$ cat src/rtl/sw_fsm_pkg.sv
// Shared constants for the switch-driven LED state machine:
// state indices, default code/legality tables, LED modes.
package sw_fsm_pkg;

    localparam int DEF_SW_W   = 3;
    localparam int DEF_NUM_ST = 5;

    localparam int ST_IDLE = 0;
    localparam int ST_1    = 1;
    localparam int ST_2    = 2;
    localparam int ST_3    = 3;
    localparam int ST_4    = 4;

    // State k's code lives at [k*SW_W +: SW_W]
    localparam logic [DEF_NUM_ST*DEF_SW_W-1:0] DEF_ST_CODE = {
        3'b111, 3'b100, 3'b010, 3'b001, 3'b000
    };

    function automatic logic [DEF_NUM_ST*DEF_NUM_ST-1:0] edge_bit(
        input int from,
        input int to
    );
        logic [DEF_NUM_ST*DEF_NUM_ST-1:0] m;
        m = '0;
        m[from*DEF_NUM_ST+to] = 1'b1;
        return m;
    endfunction

    localparam logic [DEF_NUM_ST*DEF_NUM_ST-1:0] DEF_LEGAL =
        edge_bit(ST_IDLE, ST_1) | edge_bit(ST_IDLE, ST_2) |
        edge_bit(ST_1, ST_2)    | edge_bit(ST_1, ST_3)    |
        edge_bit(ST_2, ST_3)    |
        edge_bit(ST_3, ST_4)    | edge_bit(ST_3, ST_IDLE) |
        edge_bit(ST_4, ST_3);

    localparam logic MODE_STEADY = 1'b0;
    localparam logic MODE_BLINK  = 1'b1;

    typedef enum logic {
        PH_OFF = 1'b0,
        PH_ON  = 1'b1
    } phase_e;

endpackage

$ cat src/rtl/sw_qualifier.sv
// Debounce-style qualifier: raises a one-cycle request once the
// switch value has been stable for HOLD_CYC consecutive edges.
module sw_qualifier #(
    parameter int SW_W     = 3,
    parameter int HOLD_CYC = 4
) (
    input  logic            clk,
    input  logic            reset,
    input  logic [SW_W-1:0] sw,
    output logic            req_valid,
    output logic [SW_W-1:0] req_code
);

    localparam int CW = $clog2(HOLD_CYC + 1);

    logic [SW_W-1:0] sw_q;
    logic [CW-1:0]   stable_cnt;
    logic            same;

    assign same = (sw == sw_q);

    always_ff @(posedge clk or negedge reset) begin
        if (!reset) begin
            sw_q       <= '0;
            stable_cnt <= '0;
        end else begin
            sw_q <= sw;
            if (!same) begin
                stable_cnt <= '0;
            end else if (stable_cnt != CW'(HOLD_CYC)) begin
                stable_cnt <= stable_cnt + CW'(1);
            end
        end
    end

    // Fires on the edge that takes the counter to HOLD_CYC; saturation
    // keeps it from firing again within the same stable episode.
    assign req_valid = same && (stable_cnt == CW'(HOLD_CYC - 1));
    assign req_code  = sw_q;

endmodule

$ cat src/rtl/sw_led_fsm_param.sv
// Switch-selected LED state machine with legality table,
// illegal-request pulse, transition counter and blink mode.
module sw_led_fsm_param
    import sw_fsm_pkg::*;
#(
    parameter int SW_W      = DEF_SW_W,
    parameter int NUM_ST    = DEF_NUM_ST,
    parameter int HOLD_CYC  = 4,
    parameter int BLINK_DIV = 8,
    parameter logic [NUM_ST*SW_W-1:0]   ST_CODE = DEF_ST_CODE,
    parameter logic [NUM_ST*NUM_ST-1:0] LEGAL   = DEF_LEGAL
) (
    input  logic                      clk,
    input  logic                      reset,
    input  logic [SW_W-1:0]           sw,
    input  logic                      mode,
    output logic [SW_W-1:0]           led,
    output logic [$clog2(NUM_ST)-1:0] state_o,
    output logic [7:0]                trans_cnt,
    output logic                      illegal
);

    localparam int ST_W = $clog2(NUM_ST);
    localparam int BW   = $clog2(BLINK_DIV);

    logic            req_valid;
    logic [SW_W-1:0] req_code;

    logic [ST_W-1:0] state_q, state_n;
    logic [SW_W-1:0] led_q, led_n;
    logic [7:0]      tc_q, tc_n;
    logic            ill_q, ill_n;
    logic [BW-1:0]   bcnt_q, bcnt_n;
    phase_e          phase_q, phase_n;

    logic            hit;
    logic [ST_W-1:0] tgt;
    logic            allowed;
    logic            act;
    logic            take;
    logic            wrap;

    sw_qualifier #(
        .SW_W     (SW_W),
        .HOLD_CYC (HOLD_CYC)
    ) u_qual (
        .clk       (clk),
        .reset     (reset),
        .sw        (sw),
        .req_valid (req_valid),
        .req_code  (req_code)
    );

    function automatic logic [SW_W-1:0] code_of(
        input logic [ST_W-1:0] s
    );
        logic [SW_W-1:0] c;
        c = '0;
        for (int k = 0; k < NUM_ST; k++) begin
            if (s == ST_W'(k)) c = ST_CODE[k*SW_W +: SW_W];
        end
        return c;
    endfunction

    // Descending scan so the lowest matching index wins
    always_comb begin
        hit = 1'b0;
        tgt = '0;
        for (int k = NUM_ST - 1; k >= 0; k--) begin
            if (ST_CODE[k*SW_W +: SW_W] == req_code) begin
                hit = 1'b1;
                tgt = ST_W'(k);
            end
        end
    end

    always_comb begin
        allowed = 1'b0;
        for (int f = 0; f < NUM_ST; f++) begin
            for (int t = 0; t < NUM_ST; t++) begin
                if (state_q == ST_W'(f) && tgt == ST_W'(t))
                    allowed = LEGAL[f*NUM_ST + t];
            end
        end
    end

    assign act  = req_valid && hit && (tgt != state_q);
    assign wrap = (bcnt_q == BW'(BLINK_DIV - 1));

    always_comb begin
        state_n = state_q;
        tc_n    = tc_q;
        ill_n   = 1'b0;
        take    = 1'b0;
        bcnt_n  = bcnt_q;
        phase_n = phase_q;
        led_n   = '0;

        unique case (1'b1)
            !act: begin
            end
            act && allowed: begin
                state_n = tgt;
                take    = 1'b1;
                if (tc_q != 8'hFF) tc_n = tc_q + 8'd1;
            end
            act && !allowed: begin
                ill_n = 1'b1;
            end
        endcase

        unique case (1'b1)
            take: begin
                bcnt_n  = '0;
                phase_n = PH_ON;
            end
            !take && wrap: begin
                bcnt_n  = '0;
                phase_n = (phase_q == PH_ON) ? PH_OFF : PH_ON;
            end
            !take && !wrap: begin
                bcnt_n = bcnt_q + BW'(1);
            end
        endcase

        if (mode == MODE_BLINK && phase_n == PH_OFF)
            led_n = '0;
        else
            led_n = code_of(state_n);
    end

    always_ff @(posedge clk or negedge reset) begin
        if (!reset) begin
            state_q <= ST_W'(ST_IDLE);
            led_q   <= '0;
            tc_q    <= '0;
            ill_q   <= 1'b0;
            bcnt_q  <= '0;
            phase_q <= PH_ON;
        end else begin
            state_q <= state_n;
            led_q   <= led_n;
            tc_q    <= tc_n;
            ill_q   <= ill_n;
            bcnt_q  <= bcnt_n;
            phase_q <= phase_n;
        end
    end

    assign led       = led_q;
    assign state_o   = state_q;
    assign trans_cnt = tc_q;
    assign illegal   = ill_q;

endmodule

$ cat config.mk
export PLATFORM = sky130hd
export DESIGN_NAME = sw_led_fsm_param
export DESIGN_NICKNAME = d
export VERILOG_FILES = /design/src/rtl/sw_fsm_pkg.sv /design/src/rtl/sw_qualifier.sv /design/src/rtl/sw_led_fsm_param.sv
export SDC_FILE = /design/constraint.sdc
export NUM_CORES = 1
export LEC_CHECK = 0
export CAP_MARGIN = 20
export CORE_MARGIN = 2
export CORE_UTILIZATION = 50
export CTS_BUF_LIST = sky130_fd_sc_hd__clkbuf_8
export DETAILED_ROUTE_END_ITERATION = 6
export PLACE_DENSITY = 0.75
export SETUP_SLACK_MARGIN = 0.3
export SLEW_MARGIN = 40
export SYNTH_ARGS = -nofsm -noshare
export SYNTH_HDL_FRONTEND = slang
export SYNTH_SLANG_ARGS = --single-unit
$ cat constraint.sdc
create_clock -name clk -period 3.4 [get_ports clk]
set_clock_uncertainty 0.2 [all_clocks]
set_input_delay 0.34 -clock clk [delete_from_list [all_inputs] [get_ports clk]]
set_output_delay 0.34 -clock clk [all_outputs]
set_load 0.05 [all_outputs]
==> results.yml <==
outcome:
  status: "complete, no violations"
placed_design:
  placed_cells: 172
  io_buffers: 20
  place_hpwl_um: 1751
  place.gp.congestion: 0.7698
synthesis:
  synth-xor-area-share: 0.1276
  synth_top_area_share: 0.4376
  netlist_area_um2: 1373
  synth_fa_ha_area_frac: 0.06199
  synthArstFlopShare: 1.000
  synth_edf_count: 0
  syn-num-nets: 140
  synth_area_leaders: "dfrtp_1, xnor2_1, ha_1, xor2_1, nor2_1"
  yosys.cell_count.top_type: "dfrtp_1"
  synth_ff_type: "dfrtp_1"
  synth-compound-area-share: 0.07840
  avgSynthCellArea_um2: 10.72
  netlist.top_cell.by_area: "dfrtp_1"
  synthTopCellsByCount: "dfrtp_1, xnor2_1, nor2_1, nand2_1"
  ys_warn_count: 0
  synth_mux_area_frac: 0.03099
  yosysUniqueCellTypes: 35
  synthSimpleGateAreaFrac: 0.1841
  synth_top_family_by_area: "simple AND/OR/NAND/NOR gates"
  ys_ff_latch: 25
  syn_inst: 128
  ys_seq_area_frac: 0.4567
global_route:
  grt_usage: 0.1685
  grt_pass1_vias: 909
  grt_overflow: 0
  grt_max_degree: 26
  grt_pass1_wl_um: 4146
  antenna_found_initial: 0
setup_path:
  cpPeakStageDelay_ps: 670
  path_max_fanout: 16
  endpoint_kind: "flip-flop"
  critPathBufInv: 1
  crit_chain: "nor4bb_1 -> a221oi_1 -> o32ai_1 -> a211oi_4 -> buf_4 -> mux2i_1 -> or3_1 -> a21oi_1"
  cp-start-kind: "flip-flop"
  critical_path_class: "flip-flop to flip-flop"
  worst_ep_required_time_ps: 3380
  critPathArrivalTime_ps: 2850
  slowest_stage: "dfrtp_1"
  path_delay_family: "compound AO/OA/AOI/OAI gates"
finish:
  fillers: 219
  num_antenna_cells: 0
  layout.nets: 160
  multiInputGateArea_um2: 663.1
  syn_to_final_growth_pct: 17.23
  seq_area_um2: 628.1
  layout.cells.non_filler: 177
  drive_gt1_frac: 0.08163
timing:
  post-route-min-period_ps: 2870
  rsz0062_at_grt: "false"
  finalMaxSlewViolations: 0
  finalSetupTns_ps: 0
  final_hold_viol_count: 0
  slew-limit-headroom: 0.6325
  fmax_mhz: 348.4
  min_period_over_period: 0.8441
  setup_viol: 0
  tightest_slew_ps: 549.5
floorplanning:
  die_w_um: 56.40
  ios: 21
  dieArea_um2: 3180
  die_h_um: 56.40
  rows: 18
  initial_core_util: 0.5393
  core-area_um2: 2545
pwr:
  p_per_area_nw_per_um2: 364.2
  vdd_drop_max_mv: 0.3317
  p_leak_nw: 0.7156
clock_tree:
  cts_tree: "built"
  post-cts-setup-buffer-count: 0
  numClockSinks: 25
  cts_root_buf: "clkbuf_8"
  numCtsBuffers: 3
  h-tree-depth: 1
  clockBufferDepth: 2
  clk_latency_ps: 260
  clk_pin_slew_ps: 80
drt:
  ant_nets: 0
  dr.pass1.iters: 4
  drc: 0
  first_iter_violations: 22
  dr_total_vias: 968
  wl_per_cell_um: 13.36
  wl_um: 2365
  vias_per_cell: 5.469
hold_path:
  hp-class: "flip-flop to flip-flop"
job:
  max-cap-violations: 0
[cell type report]
cell class	count	area share
Clock buffer	3	0.02566
Tap cell	30	0.02333
Sequential cell	25	0.3904
Multi-Input combinational cell	90	0.4121
Timing Repair Buffer	22	0.1322
Inverter	6	0.01400
Clock inverter	1	0.002333
[registers in the layout (all words and copies together) (netlist names)]
name / flops
trans_cnt: 8
bcnt_q: 3
led: 3
state_o: 3
u_qual.req_code: 3
u_qual.stable_cnt: 3
illegal: 1
phase_q: 1
[kinds of logic (layout without fill, tap and decap cells)]
| kind of cell | after synthesis | in the layout |
|---|---|---|
| and+or+nand+nor | 44 | 44 |
| xor gates and xnor gates | 20 | 20 |
| buffers and inverters | 13 | 32 |
| AOI/OAI and AO/OA | 15 | 15 |
| DFF | 25 | 25 |
| muxes | 4 | 4 |
| adders and majority gates | 7 | 7 |
[path summary, 6_finish.rpt]
check,endpoint,from,cells past startpoint,slack (ps)
max,led[2],u_qual.req_code[2],8,530
min,bcnt_q[0],bcnt_q[0],1,260
max reg2reg,led[2],u_qual.req_code[2],8,530
min reg2reg,bcnt_q[0],bcnt_q[0],1,260
max in group asynchronous,u_qual.req_code[0],reset,2,2230
min in group asynchronous,u_qual.req_code[1],reset,2,390
[per-layer routing]
metal / global-route usage / share of wire / vias to the layer above
li1: - / - / 475
met1: 0.2163 / 0.45 / 478
met2: 0.2706 / 0.50 / 13
met3: 0.06221 / 0.037 / 2
met4: 0.04082 / 0.0080 / 0
met5: 0 / 0 / -
[through the flow]
step	utilization	setup slack, ps	hold slack, ps	power (mW)	cell area, µm²
finish	0.6323	530.0	255.4	0.5859	1609
global route	0.6323	350.1	283.5	0.6234	1609
CTS	0.6318	487.1	254.1	0.5954	1608
detailed placement	0.6101	430.3	159.5	0.4254	1553
global placement	0.6121	488.5	243.7	0.4197	1558
floorplan	-	505.6	-155.6	0.4038	1373
[cell usage in the layout (no fill, tap or decap), drive strengths merged, types with 4 or more instances in the layout]
cell and count:
nand4 4, and3 4, clkdlybuf4s50 19, dfrtp 24, ha 6, xor2 6, and2 4, nand3 4
xnor2 14, nand2 7, nor2 9, inv 7, a21oi 6
[report_power, final]
part / switching (mW) / internal [mW] / total (mW)
logic: 0.0373 / 0.0392 / 0.0765
registers: 0.0177 / 0.325 / 0.343
clock network: 0.0857 / 0.0806 / 0.166
[repair_timing]
| item | 4_1_cts | 5_1_grt |
|---|---|---|
| hold endpoints to repair | 24 | 0 |
| endpoints found under the setup margin | 0 | 1 |
| resized for setup | 0 | 1 |
| hold buffers | 1 | 0 |
No activity file was read; power rests on OpenSTA's default activity.
